===== src/rtl/ss_pkg.sv =====
// Shared types and helpers for the multiplexed 7-segment scanner.
package ss_pkg;

  typedef enum logic {
    SS_SHOW,
    SS_BLANK
  } ss_state_e;

  localparam int SS_DIGITS_DEF = 4;

  // One-hot active-low anode pattern for up to eight digits; callers truncate.
  function automatic logic [7:0] ss_an_pattern(input logic [2:0] idx);
    return ~(8'd1 << idx);
  endfunction

endpackage


===== src/rtl/ss_tick_gen.sv =====
// Down-counter timing one SHOW or BLANK slot; reloads only when told to.
module ss_tick_gen #(
  parameter int DIV       = 50000,
  parameter int BLANK_CYC = 16
) (
  input  logic clk,
  input  logic rst,
  input  logic reload_i,
  input  logic show_i,
  output logic expire_o
);
  localparam int MAX_C = (DIV > BLANK_CYC) ? DIV : BLANK_CYC;
  localparam int W     = $clog2(MAX_C);
  localparam logic [W-1:0] SHOW_LD  = W'(DIV - 1);
  localparam logic [W-1:0] BLANK_LD = W'(BLANK_CYC - 1);

  logic [W-1:0] cnt_q, cnt_d;

  always_comb begin
    cnt_d = cnt_q - 1'b1;
    if (reload_i) cnt_d = show_i ? SHOW_LD : BLANK_LD;
  end

  // NOTE: sequential state uses non-blocking assignments so every flop samples pre-edge values.
  always_ff @(posedge clk or posedge rst) begin
    if (rst) cnt_q <= '0;
    else     cnt_q <= cnt_d;
  end

  assign expire_o = (cnt_q == '0);

endmodule


===== src/rtl/ss_scan.sv =====
// Multiplexed 7-segment scanner with frame-synchronous data update; the hex
// decoder sits beside this block. Define SS_SCAN_LZB_EN for leading-zero blanking.
module ss_scan
  import ss_pkg::*;
#(
  parameter int DIGITS    = SS_DIGITS_DEF,
  parameter int DIV       = 50000,
  parameter int BLANK_CYC = 16
) (
  input  logic                clk,
  input  logic                rst,
  input  logic                load,
  input  logic [4*DIGITS-1:0] data,
  output logic [3:0]          nibble,
  output logic [DIGITS-1:0]   an,
  output logic                pend,
  output logic                frame
);
  localparam int IDX_W = $clog2(DIGITS);
  localparam logic [IDX_W-1:0] LAST_IDX = IDX_W'(DIGITS - 1);

  ss_state_e           state_q, state_d;
  logic [IDX_W-1:0]    idx_q, idx_d;
  logic [4*DIGITS-1:0] shadow_q, shadow_d, pending_q, pending_d;
  logic                pend_q, pend_d, frame_q, frame_d, run_q;
  logic [3:0]          nibble_q, nibble_d;
  logic [DIGITS-1:0]   an_q, an_d;
  logic                expire, step, boundary;

  // run_q forces a SHOW reload on the first edge after reset instead of a slot change.
  assign step     = run_q & expire;
  assign boundary = step & (state_q == SS_BLANK) & (idx_q == LAST_IDX);

  ss_tick_gen #(
    .DIV       (DIV),
    .BLANK_CYC (BLANK_CYC)
  ) u_tick (
    .clk      (clk),
    .rst      (rst),
    .reload_i (step | ~run_q),
    .show_i   (state_d == SS_SHOW),
    .expire_o (expire)
  );

  // NOTE: every always_comb output gets a default first so no path can infer a latch.
  always_comb begin
    state_d   = state_q;
    idx_d     = idx_q;
    shadow_d  = shadow_q;
    pending_d = pending_q;
    pend_d    = pend_q;
    frame_d   = boundary;
    an_d      = '1;
    nibble_d  = nibble_q;

    if (step) begin
      if (state_q == SS_SHOW) begin
        state_d = SS_BLANK;
      end else begin
        state_d = SS_SHOW;
        idx_d   = (idx_q == LAST_IDX) ? '0 : idx_q + 1'b1;
      end
    end

    if (boundary) begin
      pend_d = 1'b0;
      if (load)        shadow_d = data;
      else if (pend_q) shadow_d = pending_q;
    end else if (load) begin
      pending_d = data;
      pend_d    = 1'b1;
    end

    // Outputs are registered from next-state values so they line up with the slot.
    if (state_d == SS_SHOW) begin
      an_d     = DIGITS'(ss_an_pattern(3'(idx_d)));
      nibble_d = shadow_d[{idx_d, 2'b00} +: 4];
`ifdef SS_SCAN_LZB_EN
      if (idx_d != '0 && (shadow_d >> {idx_d, 2'b00}) == '0) an_d = '1;
`endif
    end
  end

  always_ff @(posedge clk or posedge rst) begin
    if (rst) begin
      state_q   <= SS_SHOW;
      idx_q     <= '0;
      shadow_q  <= '0;
      pending_q <= '0;
      pend_q    <= 1'b0;
      frame_q   <= 1'b0;
      run_q     <= 1'b0;
      an_q      <= '1;
      nibble_q  <= '0;
    end else begin
      state_q   <= state_d;
      idx_q     <= idx_d;
      shadow_q  <= shadow_d;
      pending_q <= pending_d;
      pend_q    <= pend_d;
      frame_q   <= frame_d;
      run_q     <= 1'b1;
      an_q      <= an_d;
      nibble_q  <= nibble_d;
    end
  end

  assign nibble = nibble_q;
  assign an     = an_q;
  assign pend   = pend_q;
  assign frame  = frame_q;

endmodule


===== config.mk =====
export PLATFORM = sky130hd
export DESIGN_NAME = ss_scan
export DESIGN_NICKNAME = d
export VERILOG_FILES = /design/src/rtl/ss_pkg.sv /design/src/rtl/ss_tick_gen.sv /design/src/rtl/ss_scan.sv
export SDC_FILE = /design/constraint.sdc
export NUM_CORES = 1
export LEC_CHECK = 0
export CAP_MARGIN = 0
export CORE_ASPECT_RATIO = 1.2
export CORE_MARGIN = 5
export CORE_UTILIZATION = 50
export DETAILED_ROUTE_END_ITERATION = 12
export HOLD_SLACK_MARGIN = 0.06
export MAX_ROUTING_LAYER = met4
export PLACE_DENSITY = 0.72
export SYNTH_ARGS = -nofsm -noshare
export SYNTH_HDL_FRONTEND = slang
export SYNTH_HIERARCHICAL = 1
export SYNTH_SLANG_ARGS = --single-unit

===== constraint.sdc =====
create_clock -name clk -period 3.2 [get_ports clk]
set_input_delay 0.64 -clock clk [delete_from_list [all_inputs] [get_ports clk]]
set_output_delay 0.64 -clock clk [all_outputs]
set_load 0.05 [all_outputs]

* Word level (Yosys, flattened, before mapping)
Cells that the tools add are included.
W data, S select, Z words.
** Word-level totals
- Flip-flop bits (word level) :: 62
- Bits in latches :: 0
- RAM bits :: 0
- ROM bits :: 0
- Input bits :: 19
- Output and inout bits :: 10
- Memories kept :: 0
** Operators by class
- Add/subtract/negate cells :: 2
- Multipliers :: 0
- Div/mod/pow operators :: 0
- $lt $le $gt $ge :: 0
- Equal/unequal tests :: 1
- Shift-type cells :: 2
- Muxes and demuxes :: 13
- Bitwise operators :: 7
- Reduce and logical (&&, ||, !) cells :: 3
** Operators with widths (number)
- $mux W16 :: 5
- $logic_not A16 Y1 :: 1
- $shiftx A16 B5 Y4 :: 1
- $sub A16 B1 Y16 const B :: 1
- $mux W2 :: 3
- $mux W1 :: 4
- $mux W4 :: 1
- $not A4 Y4 :: 1
- $shl A1 B2 Y4 const A :: 1
- $and A1 B1 Y1 :: 3
- $add A2 B1 Y2 const B :: 1
- $eq A2 B2 Y1 const B :: 1
- $not A1 Y1 :: 2
- $reduce_and A2 Y1 :: 1
- $reduce_bool A2 Y1 :: 1
- $or A1 B1 Y1 :: 1

* Depth between registers and ports, before layout
Gate-level depths: netlist (run 1).
- Depth in word-level cells :: 7
- Gate-level depth with buffers :: 11
- Depth with buffers taken out :: 11

* Cells and area by module
Netlist (run 1), hierarchy kept.
** By module, submodules not included
- ss_scan :: instances 1, cells an instance 184, area an instance 2025.7 um^2, sequential area each 1156.1 um^2
- ss_tick_gen :: instances 1, cells an instance 77, area an instance 825.8 um^2, sequential area each 400.4 um^2

* Worst setup path before layout (run 1)
No wires, ideal clock.
- Kind :: register to register
- Start point :: reg u_tick.cnt_q[0]
- End point :: reg nibble_q[3] (netlist: nibble[3])
- Setup time :: 0.082 ns
- Arrival :: 2.754 ns
- Setup slack :: 0.364 ns
- Stages on the path, launching flop included :: 12
- Path through :: dfrtp_1 inv_1 ha_1 or3b_4 nor4b_4 nor3b_2 nand3_2 mux2i_4 inv_2 nand2_1 o32a_1 a31oi_1
** On the way
- Elaborated cells between the ends (all ways) :: 8
- Those cells by class :: shift: 1; mux: 3; bitwise: 3; reduce/logical: 1
** RTL lines
- from (decl) :: line ss_tick_gen.sv:17 : logic [W-1:0] cnt_q, cnt_d;
- from (signal assigned) :: line ss_tick_gen.sv:27 : else cnt_q <= cnt_d;
- $logic_not A16 Y1 :: line ss_tick_gen.sv:30 : assign expire_o = (cnt_q == '0);
- via expire :: line ss_scan.sv:28 : logic expire, step, boundary;
- $and A1 B1 Y1 :: line ss_scan.sv:31 : assign step = run_q & expire;
- $mux W2 :: line ss_scan.sv:56 : if (step) begin
- via idx_d[0] :: line ss_scan.sv:23 : logic [IDX_W-1:0] idx_q, idx_d;
- $shiftx A16 B5 Y4 :: line ss_scan.sv:77 : nibble_d = shadow_d[{idx_d, 2'b00} +: 4];
- to (signal assigned) :: line ss_scan.sv:104 : nibble_q <= nibble_d;
- to (decl) :: line ss_scan.sv:26 : logic [3:0] nibble_q, nibble_d;
The timed path passes the listed nets, and every way through them passes these cells.
A chain may end at the register's enable or synchronous reset.

* Worst setup path in the final report (run 1)
Same ends and word-level chain as after synthesis.

==> results.cfg, run 1 <==
[finish]
nNetsFinal = 322
stdcell_count = 369
syn2layout_area_growth_pct = 20.1
antennaDiodeCount = 0
fin_area_um2 = 3420
drive_gt1_frac = 0.197

[critical_path]
crit_family = simple AND/OR/NAND/NOR gates
worstPathArrival_ps = 3280
crit_type = reg2reg
r2r_slack_ps = 170
cpPeakStageDelay_ps = 430
path_depth = 11
cp-start-kind = flip-flop
crit_path_top_delay_cell = or3b_4
crit_chain = inv_1 -> ha_1 -> or3b_4 -> nor4b_4 -> nor3b_4 -> nand3_2 -> mux2i_4 -> inv_2 -> nand2_1 -> o32a_1 -> a31oi_1
worstPathRequired_ps = 3450
timing.rr.end = nibble[3]
worstReg2RegStart = u_tick/cnt_q[0]
reg2reg_depth = 11
endpoint_kind = flip-flop
cp_max_fo = 6
critPathBufInv = 2

[die]
core_um2 = 5590
start_util = 0.510
io_pins = 29
fp.dieH_um = 92.7
fp.dieW_um = 78.9
num_rows = 30
die_area_um2 = 7320

[sta]
clock_skew_ps = 6.71
maxSlewViolCount = 0
fin_crit_ps = 3030
hold_viol_final = 0
period_share = 0.946
fin_setup_tns_ps = 0
rsz0062_at_grt = yes
max_slew_margin = 0.350
tightest_slew_ps = 974
clock.fmax_mhz = 330
setup_viol = 0

[route]
ant_nets = 0
drt-total-wl_um = 5700
drtIter0Drc = 181
firstDrtPassIters = 4
avgRoutedWirePerCell_um = 15.5
vias = 2012
drc = 0
vias_per_cell = 5.45

[synth]
netlist_top_cells_count = 58 x dfrtp_1, 26 x nor2_1, 17 x nand2_1
postSynth.asyncResetShare = 1.00
synth_nets = 282
seq_area_frac_synth = 0.546
yosys.area.top_type = dfrtp_1
yosysWarnings = 6
synthesis.area_um2 = 2850
synth_cells = 261
yosysMostFrequentCell = dfrtp_1
synth.top_cells.by_area = dfrtp_1 51%, mux2_2 4.3%, dfstp_2 3.7%, nor2_1 3.4%, o22a_1 2.5%
netlist.area_leader.share = 0.509
synth_edf_count = 0
syn_avg_cell_area_um2 = 10.9
ys_types = 48
synth_ff_type = dfrtp_1
synth-seq-cells = 62

[placement]
port_buffers = 28
dp_cells = 353
hpwl_um = 4130
dpl-instance-area_um2 = 3240
globalplace.congestion = 0.842

[cts]
cts_tree = done
cts.sinks = 62
htreeDepth = 3
clk_pin_slew_ps = 60
cts_buffer_depth = 2
clock-root-buffer = clkbuf_8
ctsHoldBuffers = 0
cts_inserted_buffers = 9
clkLatencyLatePin_ps = 330

[global_route]
gr-total-overflow = 0
grt_use_met1 = 0.207
grt_usage = 0.183
use_met3 = 0.0447
grt_first_pass_wirelength_um = 9920
grt_pass1_vias = 2109
gr-max-usage-layer = met2
grt_max_degree = 47
antenna_found_initial = 0
met2_usage = 0.293

[power]
sw_frac_of_total = 0.246
pwr-share-comb = 0.114
p_clk_frac = 0.363
p_sw_mw = 0.403
ir_worst_vdd_uv = 302
p_seq_frac = 0.523
power.leakage_nw = 1.46
power.density_nw_per_um2 = 479
intPower_mw = 1.24

[min_path]
hold_depth = 2
hold_path_class = reg2reg
hold_path_startpoint = pending_q[0]
min_to = pending_q[0]

[outcome]
status = finished, final reports clean

[job]
maxCapViolCount = 0
## cell families (layout without fill, tap and decap cells)
group / Yosys count / after routing / synth area share
muxes: 13 / 13 / 0.0592
buffers and inverters: 28 / 72 / 0.0408
AOI/OAI and AO/OA: 53 / 53 / 0.127
xor gates and xnor gates: 11 / 11 / 0.0338
and+or+nand+nor: 91 / 91 / 0.183
other: 1 / 1 / 0.00132
adders and majority gates: 2 / 2 / 0.00877
DFF: 62 / 62 / 0.546
## metrics by stage
stage	utilization	hold slack, ps	setup slack, ps	power [mW]
floorplan	-	451	364	0.991
global placement	0.579	465	236	1.06
detailed placement	0.579	477	146	1.06
CTS	0.609	491	77.0	1.66
global route	0.612	518	-20.7	1.73
finish	0.612	488	172	1.64
## routing by layer
| layer | up-vias | part of all wire |
|---|---|---|
| li1 | 988 | - |
| met1 | 987 | 0.42 |
| met2 | 26 | 0.53 |
| met3 | 11 | 0.030 |
| met4 | 0 | 0.024 |
| met5 | - | 0 |
## worst max path at each step
stage | start | end
finish | u_tick/cnt_q[0] | nibble[3]
global route | u_tick/cnt_q[0] | nibble[3]
CTS | u_tick/cnt_q[0] | nibble[3]
detailed placement | u_tick/cnt_q[0] | nibble[2]
global placement | u_tick/cnt_q[0] | nibble[1]
floorplan | u_tick/cnt_q[0] | nibble[3]
## worst min-delay path: cells and delay by family, from the launching register on
kind / cells / cell delay (ps)
flops: 1 / 350
compound gates: 1 / 60
simple gates: 1 / 50
## cells in the final DEF (no fill, tap or decap), drive strengths merged, types with 2 or more instances in the layout
cell and n:
dfrtp 58, clkdlybuf4s50 28, nor2 27, nand2 18, inv 18, clkbuf 14
mux2 11, buf 11, o22ai 10, o21ai 9, a21oi 8, o22a 8
and2 8, nand2b 7, xnor2 6, nor3b 6, nand3 6, xor2 5
a31oi 5, or2 4, a32oi 4, dfstp 4, o32a 3, o21a 3
nor3 3, mux2i 2, ha 2, or3 2, nor4 2, nor4b 2
## sequential cells by signal (all words and copies together), names as in the netlist
| register | cells |
|---|---|
| an | 4 |
| frame | 1 |
| idx_q | 2 |
| nibble | 4 |
| pend | 1 |
| pending_q | 16 |
| run_q | 1 |
| shadow_q | 16 |
| state_q | 1 |
| u_tick/cnt_q | 16 |
## power by group through the flow
stage	logic, mW	clock network [mW]	registers [mW]
2_1_floorplan	0.106	0	0.886
5_1_grt	0.209	0.656	0.863
6_report	0.187	0.595	0.858
3_5_place_dp	0.189	0	0.871
3_3_place_gp	0.185	0	0.870
4_1_cts	0.190	0.615	0.858
## area by class of cell
| cell class | instances | area (um^2) |
|---|---|---|
| clock buffers | 14 | 163 |
| clock inverters | 1 | 5.00 |
| fillers | 465 | 2170 |
| inverters | 18 | 67.6 |
| multi-input cells | 171 | 1190 |
| flip-flops and latches | 62 | 1560 |
| well taps | 64 | 80.1 |
| repair buffers | 39 | 363 |
## what timing repair did
item	in CTS	in global routing
buffers inserted	0	1
resized for setup	0	3
endpoints found under the setup margin	0	4
Power figures use the tool's default switching activity.
==> inputs of run 2 (changes only) <==
--- a/config.mk
+++ b/config.mk
@@ -13,6 +13,8 @@
 export HOLD_SLACK_MARGIN = 0.06
 export MAX_ROUTING_LAYER = met4
 export PLACE_DENSITY = 0.72
+export REMOVE_ABC_BUFFERS = 1
+export SKIP_LAST_GASP = 1
 export SYNTH_ARGS = -nofsm -noshare
 export SYNTH_HDL_FRONTEND = slang
 export SYNTH_HIERARCHICAL = 1
==> run 2 against run 1 <==
Worst setup slack better by 54 ps. Via count up 0.80%. Clock skew up 1.6 ps. Sequential share of layout area down 0.69 points. First-iteration DRC count down 62%. Non-clock buffer count down 1. Sequential power about the same. Utilization up 0.94 points. Hold slack better by 4.8 ps. Clock-buffer cell count down 1.
==> results.cfg, run 2 (synthesized netlist as in run 1, its figures left out) <==
[global_route]
grt_first_pass_wirelength_um = 9880
gr-total-overflow = 0
grt_pass1_vias = 2132
grt_usage = 0.182
grt_max_degree = 47
antenna_found_initial = 0

[finish]
top_regs = pending_q: 16 flops, shadow_q: 16 flops, u_tick/cnt_q: 16 flops
nNetsFinal = 321
fillers = 461
drive_gt1_frac = 0.203
final_common_cell = dfrtp_1
layout_common_cells = 58 x dfrtp_1, 28 x clkdlybuf4s50_1, 24 x nor2_1
antennaDiodeCount = 0
syn2layout_area_growth_pct = 21.9

[placement]
port_buffers = 28
globalplace.congestion = 0.871
hpwl_um = 4170
pre_cts_slack_ps = 153

[sta]
hold_viol_final = 0
rsz0062_at_grt = no
maxSlewViolCount = 0
fin_hold_ws_ps = 493
setup_viol = 0
max_slew_margin = 0.376
clock.fmax_mhz = 336
setup_ws_ps = 227
clock_skew_ps = 8.26
tightest_slew_ps = 935
fin_crit_ps = 2970
fin_setup_tns_ps = 0
period_share = 0.929

[cts]
clock-root-buffer = clkbuf_8
cts.sinks = 62
htreeDepth = 3
cts_tree = done
clkLatencyLatePin_ps = 340
cts_inserted_buffers = 9
clk_pin_slew_ps = 70
cts_buffer_depth = 2

[route]
ant_nets = 0
drc = 0
avgRoutedWirePerCell_um = 15.8
drtIter0Drc = 68
vias_per_cell = 5.50
drt-total-wl_um = 5830
firstDrtPassIters = 4
vias = 2028

[power]
power_mw = 1.85
power.leakage_nw = 1.48
ir_worst_vdd_uv = 359
power.density_nw_per_um2 = 531

[die]
fp.dieW_um = 78.9
fp.dieH_um = 92.7
io_pins = 29
die_area_um2 = 7320
start_util = 0.510
core_um2 = 5590
num_rows = 30

[critical_path]
worstReg2RegStart = u_tick/cnt_q[0]
endpoint_kind = flip-flop
reg2reg_depth = 12
r2r_slack_ps = 230
cp_max_fo = 6
crit_type = reg2reg
timing.rr.end = nibble[3]
cp-start-kind = flip-flop
worstPathArrival_ps = 3240
worstPathRequired_ps = 3460

[outcome]
status = finished, final reports clean

[min_path]
hold_path_class = reg2reg
hold_path_startpoint = shadow_q[9]
hold_depth = 2
min_to = shadow_q[9]

[job]
maxCapViolCount = 0
==> run 2: cell count changes in the layout (fill, tap and decap cells not counted), sizes merged <==
cell and delta:
clkbuf -1, bufinv +2, buf -1
==> run 2: worst max path at each step <==
stage                     cells after the start       startpoint       endpoint  slack (ps)
after floorplan                               8  u_tick/cnt_q[0]  pending_q[10]         100
after global placement                       12  u_tick/cnt_q[0]      nibble[3]         220
after detailed placement                     12  u_tick/cnt_q[0]      nibble[3]         150
after CTS                                    12  u_tick/cnt_q[0]      nibble[3]         100
after global routing                         12  u_tick/cnt_q[0]      nibble[2]           8
final                                        12  u_tick/cnt_q[0]      nibble[3]         230
==> run 2: worst max-delay path: stages (launching register included) <==
cell	delay (ps)
dfrtp_1	410
inv_1	90
ha_1	200
or3b_4	440
nor4b_4	270
nor3b_2	220
buf_4	150
nand3_2	130
mux2i_4	260
inv_2	110
nand2_1	100
o32a_1	350
a31oi_1	170
==> run 2: layout make-up <==
| class | count | area, um^2 | area share |
|---|---|---|---|
| Clock inverter | 3 | 65.1 | 0.0187 |
| Clock buffer | 13 | 169 | 0.0486 |
| Inverter | 18 | 67.6 | 0.0194 |
| Multi-Input combinational cell | 171 | 1180 | 0.340 |
| Tap cell | 64 | 80.1 | 0.0230 |
| Timing Repair Buffer | 38 | 355 | 0.102 |
| Sequential cell | 62 | 1560 | 0.448 |
==> run 2: through the flow <==
stage / util / instances / area (um^2)
after floorplan: - / 251 / 2800
after global placement: 0.578 / 352 / 3230
after detailed placement: 0.578 / 352 / 3230
after CTS: 0.619 / 368 / 3460
after global routing: 0.622 / 369 / 3480
final: 0.622 / 369 / 3480
==> run 2: power breakdown <==
group          internal (mW)  switching [mW]
clock                  0.502           0.300
combinational         0.0858           0.102
sequential             0.831          0.0273
==> run 2: what timing repair did <==
item | 4_1_cts | 5_1_grt
resized for setup | 0 | 2
setup endpoints to repair | 0 | 4
setup buffers | 0 | 1
endpoints found under the hold margin | 0 | 0
hold buffers | 0 | 0
==> run 2: per-layer routing <==
layer	track usage	wire length (um)
met5	-	0
met4	0.0831	170
met3	0.0593	208
met2	0.296	3050
met1	0.204	2400
